**src/rtl/beep_seq_pkg.sv**
```systemverilog
// Shared types and helpers for the beep sequencer: FSM state encoding,
// lowest-set-bit arbiter function and the timer width helper.
package beep_seq_pkg;

  localparam int MAX_REQ = 8;

  typedef enum logic [1:0] {
    IDLE = 2'd0,
    ON   = 2'd1,
    OFF  = 2'd2,
    GAP  = 2'd3
  } state_e;

  // Fixed-priority pick: index of the lowest set bit, 0 when the vector is empty.
  function automatic logic [2:0] lowest_set(input logic [MAX_REQ-1:0] v);
    logic [2:0] idx;
    idx = '0;
    for (int k = MAX_REQ - 1; k >= 0; k--) begin
      if (v[k]) idx = 3'(k);
    end
    return idx;
  endfunction

  function automatic int timer_width(input int on_c, input int off_c);
    int m;
    m = (on_c > off_c) ? on_c : off_c;
    return $clog2(m + 1);
  endfunction

endpackage

```
**src/rtl/dur_timer.sv**
```systemverilog
// Loadable down-counter that parks at zero; expired is high while count is zero.
module dur_timer #(
  parameter int W = 8
) (
  input  logic         clk,
  input  logic         rst_n,
  input  logic         load,
  input  logic [W-1:0] load_val,
  output logic         expired
);

  logic [W-1:0] count;

  always_ff @(posedge clk or negedge rst_n) begin
    if (!rst_n) begin
      count <= '0;
    end else if (load) begin
      count <= load_val;
    end else if (count != '0) begin
      count <= count - W'(1);
    end
  end

  assign expired = (count == '0);

endmodule

```
**src/rtl/beep_sequencer.sv**
```systemverilog
// Shares one buzzer among N_REQ requesters: requester i plays i+1 beeps,
// requests are latched and the lowest pending index is served next.
module beep_sequencer
  import beep_seq_pkg::*;
#(
  parameter int N_REQ      = 4,
  parameter int ON_CYCLES  = 25_000_000,
  parameter int OFF_CYCLES = 12_500_000
) (
  input  logic             sys_clk,
  input  logic             sys_rst_n,
  input  logic [N_REQ-1:0] req,
  output logic             beep,
  output logic             busy,
  output logic [N_REQ-1:0] grant,
  output logic             done
);

  localparam int TW = timer_width(ON_CYCLES, OFF_CYCLES);
  localparam int RW = $clog2(N_REQ + 1);
  localparam logic [TW-1:0] ON_LOAD  = TW'(ON_CYCLES - 1);
  localparam logic [TW-1:0] OFF_LOAD = TW'(OFF_CYCLES - 1);

  state_e           state;
  logic [N_REQ-1:0] pending;
  logic [N_REQ-1:0] eff;
  logic [N_REQ-1:0] win_onehot;
  logic [N_REQ-1:0] clear_mask;
  logic [2:0]       win_idx;
  logic [RW-1:0]    remaining;
  logic             start;
  logic             tmr_load;
  logic [TW-1:0]    tmr_load_val;
  logic             tmr_expired;

  assign eff        = pending | req;
  assign win_idx    = lowest_set(MAX_REQ'(eff));
  assign win_onehot = N_REQ'(1) << win_idx;
  assign start      = (state == IDLE) && (eff != '0);
  // Only the bit granted on this edge is removed; a simultaneous req on it is consumed.
  assign clear_mask = start ? win_onehot : '0;

  always_comb begin
    tmr_load     = 1'b0;
    tmr_load_val = ON_LOAD;
    case (state)
      IDLE: begin
        if (start) begin
          tmr_load     = 1'b1;
          tmr_load_val = ON_LOAD;
        end
      end
      ON: begin
        if (tmr_expired) begin
          tmr_load     = 1'b1;
          tmr_load_val = OFF_LOAD;
        end
      end
      OFF: begin
        if (tmr_expired) begin
          tmr_load     = 1'b1;
          tmr_load_val = ON_LOAD;
        end
      end
      default: begin
        tmr_load     = 1'b0;
        tmr_load_val = ON_LOAD;
      end
    endcase
  end

  dur_timer #(.W(TW)) u_timer (
    .clk      (sys_clk),
    .rst_n    (sys_rst_n),
    .load     (tmr_load),
    .load_val (tmr_load_val),
    .expired  (tmr_expired)
  );

  always_ff @(posedge sys_clk or negedge sys_rst_n) begin
    if (!sys_rst_n) begin
      pending <= '0;
    end else begin
      pending <= (pending | req) & ~clear_mask;
    end
  end

  always_ff @(posedge sys_clk or negedge sys_rst_n) begin
    if (!sys_rst_n) begin
      state     <= IDLE;
      remaining <= '0;
      beep      <= 1'b0;
      busy      <= 1'b0;
      grant     <= '0;
      done      <= 1'b0;
    end else begin
      done <= 1'b0;
      case (state)
        IDLE: begin
          if (start) begin
            grant     <= win_onehot;
            busy      <= 1'b1;
            beep      <= 1'b1;
            remaining <= RW'(win_idx) + RW'(1);
            state     <= ON;
          end
        end
        ON: begin
          if (tmr_expired) begin
            remaining <= remaining - RW'(1);
            beep      <= 1'b0;
            state     <= (remaining > RW'(1)) ? OFF : GAP;
          end
        end
        OFF: begin
          if (tmr_expired) begin
            beep  <= 1'b1;
            state <= ON;
          end
        end
        GAP: begin
          if (tmr_expired) begin
            busy  <= 1'b0;
            grant <= '0;
            done  <= 1'b1;
            state <= IDLE;
          end
        end
        default: state <= IDLE;
      endcase
    end
  end

endmodule

```
**config.mk**
```make
export PLATFORM = sky130hd
export DESIGN_NAME = beep_sequencer
export DESIGN_NICKNAME = d
export VERILOG_FILES = /design/src/rtl/beep_seq_pkg.sv /design/src/rtl/dur_timer.sv /design/src/rtl/beep_sequencer.sv
export SDC_FILE = /design/constraint.sdc
export NUM_CORES = 1
export LEC_CHECK = 0
export CORE_ASPECT_RATIO = 0.5
export CORE_UTILIZATION = 35
export CTS_CLUSTER_DIAMETER = 200
export DETAILED_ROUTE_END_ITERATION = 6
export GPL_ROUTABILITY_DRIVEN = 1
export GPL_TIMING_DRIVEN = 0
export PLACE_DENSITY_LB_ADDON = 0.2
export SLEW_MARGIN = 20
export SYNTH_ARGS = -nofsm -noshare
export SYNTH_HDL_FRONTEND = slang
export SYNTH_SLANG_ARGS = --single-unit
```
**constraint.sdc**
```tcl
create_clock -name sys_clk -period 5.3 [get_ports sys_clk]
set_clock_uncertainty 0.05 [all_clocks]
set_input_delay 0.53 -clock sys_clk [delete_from_list [all_inputs] [get_ports sys_clk]]
set_output_delay 0.53 -clock sys_clk [all_outputs]
set_load 0.01 [all_outputs]
```
==> impl_metrics.env <==
export IMPL_final_cells=363
export IMPL_hold_viol=0
export IMPL_viasPerCell=5.57
export IMPL_htree_levels=2
export IMPL_port_buffers=12
export IMPL_switching_share_pct=30.0
export IMPL_p_int_mw=0.595
export IMPL_start_util_pct=36.3
export IMPL_fmax_mhz=382
export IMPL_yosysTopAreaCell="dfrtp_1"
export IMPL_met3_usage_pct=3.38
export IMPL_clk_pin_slew_ns=0.06
export IMPL_gr_total_overflow=0
export IMPL_synth_cell_area_mm2=0.00243
export IMPL_grt_first_pass_wirelength_mm=9.39
export IMPL_drive_gt1_share_pct=14.4
export IMPL_cts_setup_buffers=0
export IMPL_core_area_mm2=0.00670
export IMPL_cp_data_arrival_time_ns=2.73
export IMPL_yosys_top_cells_count="dfrtp_1, nor2_1, o21ai_0"
export IMPL_synth_most_common_cell="dfrtp_1"
export IMPL_hpwl_mm=4.16
export IMPL_synth_cell_type_count=55
export IMPL_yosysTopAreaCellShare_pct=42.2
export IMPL_wirelength_mm=5.66
export IMPL_tns_ns=0
export IMPL_cap_violations=0
export IMPL_gp_congestion=0.826
export IMPL_num_antenna_cells=0
export IMPL_p_clk_share_pct=36.0
export IMPL_hp_class="in2async"
export IMPL_num_rows=21
export IMPL_track_usage_pct=16.9
export IMPL_ys_seq_elements=41
export IMPL_wl_per_cell_um=15.6
export IMPL_async_flop_share_pct=100
export IMPL_pwr_share_comb_pct=15.1
export IMPL_synth_edff_count=0
export IMPL_grt_pass1_vias=1949
export IMPL_fin_crit_sh_pct=49.4
export IMPL_status="complete, no violations"
export IMPL_worstPathCellList="inv_1, ha_1, or3b_2, nor3_2, nand3_2, buf_2, o31ai_1, o31ai_1"
export IMPL_cts_hold_buf=0
export IMPL_max_stage_delay_ns=0.47
export IMPL_dp_cells=355
export IMPL_synth_avg_cell_area_um2=9.73
export IMPL_cts_root_buffer="clkbuf_16"
export IMPL_cts_resized=0
export IMPL_ant_nets=0
export IMPL_die_x_um=120
export IMPL_syn_num_nets=264
export IMPL_firstDrtPassIters=4
export IMPL_synth_warnings=0
export IMPL_synth_seq_area_share_pct=42.2
export IMPL_synth_ff_type="dfrtp_1"
export IMPL_die_h_um=60.9
export IMPL_cts_sinks=41
export IMPL_use_met1_pct=22.0
export IMPL_powerDensity_mw_per_mm2=301
export IMPL_critPathLaunchType="flip-flop"
export IMPL_crit_required_ns=5.41
export IMPL_ir_drop_mv=0.128
export IMPL_num_nets_final=284
export IMPL_cts_tree="done"
export IMPL_fin_crit_ns=2.62
export IMPL_power_total_mw=0.850
export IMPL_tightestPinTransition_ns=0.570
export IMPL_critPathCaptureType="flip-flop"
export IMPL_switchingPower_mw=0.255
export IMPL_p_leak_nw=1.04
export IMPL_drtIter0Drc=93
export IMPL_drc=0
export IMPL_rsz0062_at_grt="false"
export IMPL_area_delta_synth_final_pct=16.2
export IMPL_power_frac_seq_pct=48.9
export IMPL_dieArea_mm2=0.00731
export IMPL_cpMaxStageDelayCell="or3b_2"
export IMPL_io_pins=13
export IMPL_drv_slew=0
export IMPL_cp_max_fo=10
export IMPL_critPathKind="reg2reg"
export IMPL_grt_max_degree=27
export IMPL_grt_busiest_layer="met2"
export IMPL_crit_path_frequent_cell="o31ai_1"
export IMPL_num_vias=2022
export IMPL_synth_area_top_cells="dfrtp_1, ha_1, or4_1, o21ai_0, xnor2_1"
export IMPL_cts_buffers=5
export IMPL_met2_usage_pct=28.2
export IMPL_relSlewSlack_pct=61.7
export IMPL_synthCells=250
export IMPL_clk_latency_ns=0.29
export IMPL_antenna_found_initial=0
export IMPL_cts_path_max_buffers=2
export IMPL_setup_viol=0
==> power groups by stage <==
stage / Sequential (mW) / Clock, mW / Combinational, mW
floorplan: 0.407 / 0 / 0.0963
global placement: 0.420 / 0 / 0.124
detailed placement: 0.419 / 0 / 0.130
CTS: 0.415 / 0.312 / 0.129
global route: 0.426 / 0.325 / 0.144
finish: 0.416 / 0.306 / 0.128
==> layout by cell type, fill, tap and decap left out, drive strengths merged, types with 2 or more instances in the layout <==
cell,instances
nand2,12
nor3,12
nor4,8
clkdlybuf4s50,11
clkinvlp,2
o2bb2ai,5
o31ai,8
dfrtp,41
a311oi,3
xnor2,9
clkbuf,9
or2,2
o211ai,4
a31oi,5
nor2,18
buf,11
inv,9
and3,4
or4,12
nand2b,3
and2,3
a21oi,15
nor3b,2
nand4,3
or3,10
ha,8
o22ai,2
nand3,8
o21ai,20
==> state kept, by name (all words and copies together), names as in the netlist <==
name           cells
done               1
busy               1
u_timer.count     25
remaining          3
state              2
grant              4
pending            4
beep               1
==> through the flow <==
stage	setup slack [ns]	area, µm²	util [%]	hold slack [ns]
2_1_floorplan	3.00	2430	-	0.184
3_3_place_gp	2.52	2670	39.8	0.438
3_5_place_dp	2.51	2680	40.0	0.439
4_1_cts	2.69	2830	42.2	0.133
5_1_grt	2.54	2830	42.2	0.142
6_report	2.68	2830	42.2	0.114
==> per-layer routing <==
| layer | part of all wire [%] | wire, µm |
|---|---|---|
| met2 | 45 | 2550 |
| met5 | 0 | 0 |
| met4 | 1.6 | 91 |
| met1 | 51 | 2860 |
| met3 | 2.9 | 162 |
==> final timing paths <==
kind                                               from                       endpoint  slack (ns)  depth (start not counted)
setup / recovery           u_timer.count[0]$_DFFE_PN0P_               beep$_DFFE_PN0P_        2.68                          8
hold / removal                                sys_rst_n  u_timer.count[19]$_DFFE_PN0P_        0.11                          1
setup reg to reg           u_timer.count[0]$_DFFE_PN0P_               beep$_DFFE_PN0P_        2.68                          8
hold reg to reg                    grant[0]$_DFFE_PN0P_           grant[0]$_DFFE_PN0P_        0.46                          1
max in group asynchronous                     sys_rst_n           pending[2]$_DFF_PN0_        4.62                          2
min in group sys_clk               grant[0]$_DFFE_PN0P_           grant[0]$_DFFE_PN0P_        0.46                          1
==> final cells by class <==
type | count | area, µm²
plain buffers | 12 | 95.1
clock buffers | 6 | 129
clock inverters | 2 | 15.0
fillers | 687 | 3870
inverters | 9 | 33.8
multi-input cells | 188 | 1280
flip-flops and latches | 41 | 1030
well taps | 92 | 115
repair buffers | 13 | 135
==> worst max-delay path: cells and delay by family, from the launching register on <==
family	cells	cell delay [ns]
AND/OR/NAND/NOR	3	1.13
flip-flops	1	0.40
buffers and inverters	2	0.40
AO/OA/AOI/OAI	2	0.34
adder cells (fa/ha/maj)	1	0.17
==> cells by family (layout without fill, tap and decap cells) <==
group                    after synthesis  count (layout)  synth area share [%]
adder cells (fa/ha/maj)                8               8                  4.12
XOR/XNOR                              10              10                  3.60
buffers and inverters                 21              42                  5.30
multiplexers                           2               2                 0.874
AO/OA/AOI/OAI                         68              68                  18.4
flip-flops                            41              41                  42.2
AND/OR/NAND/NOR                      100             100                  25.5
Power figures use the tool's default switching activity.
